<file path="config.mk">
export PLATFORM = sky130hd
export DESIGN_NAME = cache_drain_unit
export DESIGN_NICKNAME = d
export VERILOG_FILES = /design/src/rtl/cache_drain_unit.sv
export SDC_FILE = /design/constraint.sdc
export NUM_CORES = 1
export LEC_CHECK = 0
export CAP_MARGIN = 20
export CELL_PAD_IN_SITES_DETAIL_PLACEMENT = 1
export CELL_PAD_IN_SITES_GLOBAL_PLACEMENT = 2
export CORE_UTILIZATION = 29
export CTS_BUF_LIST = sky130_fd_sc_hd__clkbuf_8
export DETAILED_ROUTE_END_ITERATION = 7
export PLACE_DENSITY = 0.87
export SYNTH_ARGS = -nofsm -noshare
export SYNTH_HDL_FRONTEND = slang
export SYNTH_SLANG_ARGS = --single-unit
</file>
<file path="constraint.sdc">
create_clock -name clock -period 3.6 [get_ports clock]
set_input_delay 0.54 -clock clock [delete_from_list [all_inputs] [get_ports clock]]
set_output_delay 0.54 -clock clock [all_outputs]
set_load 0.02 [all_outputs]
</file>
<file path="src/rtl/cache_drain_unit.sv">
// Cache drain engine: waits for the store buffer to empty, then writes every valid dirty line back to memory.
// Optional macro DRAIN_STATS_EN adds a saturating per-drain write counter output (drain_wr_count).
module cache_drain_unit #(
  parameter int NUM_LINES = 4,
  parameter int LINE_W    = 128,
  parameter int ADDR_W    = 32,
  parameter int IDX_W     = $clog2(NUM_LINES),
  parameter int TAG_W     = ADDR_W - IDX_W - 4
) (
  input  logic              clock,
  input  logic              reset,
  input  logic              drain_req,
  output logic              drain_busy,
  output logic              drain_done,
  input  logic              sb_empty,
  output logic              cl_rd_en,
  output logic [IDX_W-1:0]  cl_idx,
  input  logic              cl_valid,
  input  logic              cl_dirty,
  input  logic [TAG_W-1:0]  cl_tag,
  input  logic [LINE_W-1:0] cl_data,
  output logic              cl_clean_en,
  output logic              mem_wr_req,
  output logic [ADDR_W-1:0] mem_wr_addr,
  output logic [LINE_W-1:0] mem_wr_data,
  input  logic              mem_wr_ack
`ifdef DRAIN_STATS_EN
  ,
  output logic [15:0]       drain_wr_count
`endif
);

  typedef enum logic [2:0] {
    IDLE,
    WAIT_SB,
    READ,
    CHECK,
    WRITE,
    NEXT,
    DONE
  } state_t;

  state_t           state;
  logic [IDX_W-1:0] ptr;

  // Handshake outputs are registered and set on the transition into the state that owns them.
  always_ff @(posedge clock or negedge reset) begin
    if (!reset) begin
      state       <= IDLE;
      ptr         <= '0;
      drain_busy  <= 1'b0;
      drain_done  <= 1'b0;
      cl_rd_en    <= 1'b0;
      mem_wr_req  <= 1'b0;
      mem_wr_addr <= '0;
      mem_wr_data <= '0;
`ifdef DRAIN_STATS_EN
      drain_wr_count <= '0;
`endif
    end else begin
      drain_done <= 1'b0;
      cl_rd_en   <= 1'b0;
      case (state)
        IDLE: begin
          if (drain_req) begin
            state      <= WAIT_SB;
            ptr        <= '0;
            drain_busy <= 1'b1;
`ifdef DRAIN_STATS_EN
            drain_wr_count <= '0;
`endif
          end
        end
        WAIT_SB: begin
          if (sb_empty) begin
            state    <= READ;
            cl_rd_en <= 1'b1;
          end
        end
        READ: state <= CHECK;
        CHECK: begin
          mem_wr_addr <= {cl_tag, ptr, 4'b0000};
          mem_wr_data <= cl_data;
          if (cl_valid && cl_dirty) begin
            state      <= WRITE;
            mem_wr_req <= 1'b1;
          end else begin
            state <= NEXT;
          end
        end
        WRITE: begin
          if (mem_wr_ack) begin
            state      <= NEXT;
            mem_wr_req <= 1'b0;
`ifdef DRAIN_STATS_EN
            if (drain_wr_count != 16'hFFFF) drain_wr_count <= drain_wr_count + 16'd1;
`endif
          end
        end
        NEXT: begin
          if (ptr == IDX_W'(NUM_LINES - 1)) begin
            state      <= DONE;
            drain_busy <= 1'b0;
            drain_done <= 1'b1;
          end else begin
            state    <= READ;
            ptr      <= ptr + 1'b1;
            cl_rd_en <= 1'b1;
          end
        end
        DONE: begin
          state <= IDLE;
          ptr   <= '0;
        end
        default: state <= IDLE;
      endcase
    end
  end

  // The clean strobe must coincide with the ack cycle, which can be the very first WRITE cycle.
  assign cl_clean_en = (state == WRITE) && mem_wr_ack;
  assign cl_idx      = ptr;

endmodule
</file>
## Word level (Yosys, flattened, before mapping)

Cells that the tools add are included.

| word-level totals | value |
|---|---|
| register bits | 165 |
| logic and storage cells | 52 |
| bits of input ports | 161 |

| cells by class | value |
|---|---|
| mux-type cells | 20 |
| eq/ne operators | 13 |
| reductions and logical operators | 10 |
| $add $sub $neg | 1 |

Operators with widths:

| operator | number |
|---|---|
| $pmux W3 S6 | 1 |
| $mux W3 | 4 |
| $ne A2 B2 Y1 const B | 6 |
| $reduce_and A3 Y1 | 4 |
| $eq A3 B3 Y1 const B | 3 |
| $mux W1 | 9 |
| $eq A3 B2 Y1 const B | 2 |
| $pmux W1 S2 | 3 |
| $pmux W2 S3 | 1 |
| $mux W2 | 2 |
| $reduce_bool A2 Y1 | 2 |
| $eq A3 B1 Y1 const B | 1 |
| $logic_not A3 Y1 | 1 |
| $reduce_bool A3 Y1 | 1 |
| $add A2 B1 Y2 const B | 1 |
| $eq A2 B2 Y1 const B | 1 |
| $logic_and A1 B1 Y1 | 2 |

## Logic depth before layout (Yosys ltp)

| depth | value |
|---|---|
| depth after elaboration | 3 |
| gate-level depth with buffers | 6 |
| mapped depth without buffers | 4 |

## Worst setup path before layout

OpenSTA, ideal clock, no wires.

| path | value |
|---|---|
| kind | register to output |
| start point | register state[0] |
| end point | output cl_clean_en |
| buffers on the path | 1 |
| arrival | 1.165 ns |
| data required time | 3.060 ns |
| cell stages (with the launch flop) | 3 |
| path slack | 1.895 ns |
| cells stage by stage | dfrtp_1 -> clkbuf_1 -> nor3_1 |

| between the ends | value |
|---|---|
| longest elaborated chain between the ends | 2 |

Ends and longest elaborated chain:

| item | RTL line | text |
|---|---|---|
| start: declaration | 43 | `state_t state;` |
| start signal: assignment | 49 | `state <= IDLE;` |
| start signal: assignment | 66 | `state <= WAIT_SB;` |
| start signal: assignment | 76 | `state <= READ;` |
| $eq A3 B3 Y1 | 121 | `assign cl_clean_en = (state == WRITE) && mem_wr_ack;` |
| $logic_and A1 B1 Y1 | 121 |  |
| end: declaration | 22 | `output logic cl_clean_en,` |

No other way between the ends.

## Worst setup path in the final report

| path | value |
|---|---|
| start point | input mem_wr_ack |
| end point | output cl_clean_en |

| between the ends | value |
|---|---|
| longest elaborated chain between the ends | 1 |

Ends and longest elaborated chain:

| item | RTL line | text |
|---|---|---|
| start: declaration | 26 | `input logic mem_wr_ack` |
| $logic_and A1 B1 Y1 | 121 |  |

No other way between the ends.

==> impl_metrics.env <==
export IMPL_critPathSlowestCell="clkdlybuf4s50_1"
export IMPL_finalNetCount=873
export IMPL_critPathMaxFanout=2
export IMPL_drt_iter0_markers=164
export IMPL_dr_pass1_iters=4
export IMPL_drv_cap=0
export IMPL_antenna_found_initial=0
export IMPL_postRouteAntennaNets=0
export IMPL_yosys_cell_count_top_type="dfrtp_1"
export IMPL_crit_buf_inv=2
export IMPL_fin_util_pct=46.6
export IMPL_syn_area_per_cell_um2=17.5
export IMPL_io_buffers=323
export IMPL_hp_class="input port to asynchronous set/reset pin"
export IMPL_drv_slew=0
export IMPL_gp_congestion=0.748
export IMPL_clock_path_buffers=2
export IMPL_dieArea_um2=23800
export IMPL_viasPerCell=4.41
export IMPL_worstSetupStartpointType="input port"
export IMPL_synth_common_cells="dfrtp_1 (165), mux2_4 (100), mux2_2 (54)"
export IMPL_cp_cell_sequence="clkdlybuf4s50_1 -> nand2_1 -> nor3_1 -> clkdlybuf4s50_1"
export IMPL_power_density_nw_per_um2=971
export IMPL_cts_buffers=17
export IMPL_cp_arrival_ns=2.02
export IMPL_start_util_pct=29.7
export IMPL_multi_input_area_um2=2380
export IMPL_cp_required_ns=3.06
export IMPL_yosysWarningCount=0
export IMPL_die_h_um=154
export IMPL_slowest_delay_ns=0.67
export IMPL_routedWlPerCell_um=18.4
export IMPL_overflow=0
export IMPL_period_share_pct=71.1
export IMPL_synth_seq_cells=165
export IMPL_grt_total_usage_pct=15.7
export IMPL_outcome="completed"
export IMPL_async_reset_ff_share_pct=100
export IMPL_synth_cell_types=31
export IMPL_rsz0062_at_grt="false"
export IMPL_finalClockSkew_ns=0.0137
export IMPL_whs_ns=0.0883
export IMPL_postCtsSetupRepairBufs=0
export IMPL_insertion_delay_ns=0.44
export IMPL_yosysSeqAreaShare_pct=61.3
export IMPL_syn_inst=385
export IMPL_dp_cells=977
export IMPL_core_area_um2=22700
export IMPL_cts_resized_gates=0
export IMPL_setup_viol=0
export IMPL_setup_tns_ns=0
export IMPL_cts_clk_slew_worst_paths_ns=0.10
export IMPL_crit_top_cell="clkdlybuf4s50_1"
export IMPL_place_ws_ns=1.04
export IMPL_ys_flop_type="dfrtp_1"
export IMPL_synthTopCellsByArea="dfrtp_1 (61%), mux2_4 (22%), mux2_2 (9.0%), buf_6 (2.5%), buf_4 (0.45%)"
export IMPL_fin_cells=1009
export IMPL_critPathTopFamily="buffers and inverters"
export IMPL_timing_final_ws_setup_ns=1.04
export IMPL_vdd_drop_max_mv=0.355
export IMPL_p_leak_nw=4.70
export IMPL_diodes=0
export IMPL_synth_area_um2=6740
export IMPL_area_growth_pct=57.1
export IMPL_grt_pass1_wl_mm=28.9
export IMPL_fmax_mhz=391
export IMPL_drive_gt1_share_pct=26.7
export IMPL_grt_pass1_vias=4985
export IMPL_synth_top_cell_by_area="dfrtp_1"
export IMPL_hold_violations=0
export IMPL_hpwl_mm=13.7
export IMPL_fillers=2290
export IMPL_synth_edf_count=0
export IMPL_critical_path_class="input port to output pin"
export IMPL_period_minus_slack_ns=2.56
export IMPL_cts_root_buf="clkbuf_8"
export IMPL_hold_buffers=0
export IMPL_clock_sinks=165
export IMPL_critPathCaptureType="output pin"
export IMPL_cts_max_level=4
export IMPL_drc=0
export IMPL_dieWidth_um=154
export IMPL_boundaryPins=328
export IMPL_worst_pin_slew_ns=0.712
export IMPL_yosysTopAreaCellShare_pct=61.3
export IMPL_grt_max_degree=77
export IMPL_drt_wl_total_mm=18.6
export IMPL_vias=4448
export IMPL_relSlewSlack_pct=52.5
export IMPL_tritoncts="yes"
export IMPL_rows=55
export IMPL_seqCellArea_um2=4130
-- final cells by class --
type | count | area share [%]
Clock buffer | 17 | 2.21
Clock inverter | 15 | 1.48
Inverter | 4 | 0.166
Multi-Input combinational cell | 195 | 22.5
Sequential cell | 165 | 39.0
Tap cell | 285 | 3.37
Timing Repair Buffer | 328 | 31.3
-- report_power, final --
group          switching (mW)  internal, mW  leakage (nW)
logic                    2.38          3.14          2.57
registers               0.588          2.81          1.94
clock network           0.734         0.623         0.195
total                    3.70          6.57          4.70
-- sequential cells by signal (all words and copies together) (netlist names) --
signal	flops
mem_wr_data	128
mem_wr_addr	28
state	3
cl_idx	2
cl_rd_en	1
drain_busy	1
drain_done	1
mem_wr_req	1
-- per-stage QoR --
step	instance area (µm²)	power [mW]
2_1_floorplan	6750	6.51
3_3_place_gp	10200	8.81
3_5_place_dp	10200	8.99
4_1_cts	10600	10.4
5_1_grt	10600	10.8
6_report	10600	10.3
-- worst paths after layout --
path / slack [ns] / startpoint / cells past startpoint / endpoint
hold reg to reg: 0.50 / mem_wr_data[69] / 1 / mem_wr_data[69]
min in group clock: 0.50 / mem_wr_data[69] / 1 / mem_wr_data[69]
max in group asynchronous: 2.68 / reset / 2 / drain_done
hold / removal: 0.09 / reset / 1 / mem_wr_data[116]
setup reg to reg: 1.52 / state[2] / 4 / mem_wr_data[107]
setup / recovery: 1.04 / mem_wr_ack / 4 / cl_clean_en
-- metal layers --
metal / GRT usage (%) / routed length [µm] / vias to the layer above
met2: 27.6 / 9640 / 180
li1: - / - / 1989
met1: 18.1 / 7330 / 2271
met4: 4.10 / 136 / 0
met3: 5.35 / 1460 / 8
met5: 0 / 0 / -
-- cells by family (layout without fill, tap and decap cells) --
| logic type | Yosys count | after routing | share of synthesized area, % |
|---|---|---|---|
| AOI/OAI and AO/OA | 14 | 14 | 1.32 |
| adders and majority gates | 1 | 1 | 0.186 |
| buffers and inverters | 28 | 364 | 3.57 |
| DFF | 165 | 165 | 61.3 |
| muxes | 157 | 157 | 31.8 |
| other | 1 | 4 | 0.0557 |
| and+or+nand+nor | 19 | 19 | 1.78 |
-- cells in the final DEF (no fill, tap or decap), drive strengths merged --
master / Yosys / layout
nand3: 1 / 1
o22ai: 3 / 3
bufinv: 0 / 2
ha: 1 / 1
clkinvlp: 0 / 4
nand2: 4 / 4
clkinv: 0 / 2
a211oi: 1 / 1
buf: 23 / 6
mux2: 156 / 156
nor2b: 2 / 2
conb: 1 / 4
nand2b: 2 / 2
and3b: 1 / 1
nor2: 4 / 4
a2bb2oi: 1 / 1
dfrtp: 165 / 165
clkdlybuf4s50: 0 / 322
o21ai: 1 / 1
o32ai: 1 / 1
clkbuf: 1 / 17
o31ai: 1 / 1
inv: 4 / 11
or3b: 1 / 1
a21boi: 1 / 1
a21oi: 5 / 5
mux2i: 1 / 1
nand3b: 1 / 1
nor3: 2 / 2
and4bb: 1 / 1
No activity file was read; power rests on OpenSTA's default activity.
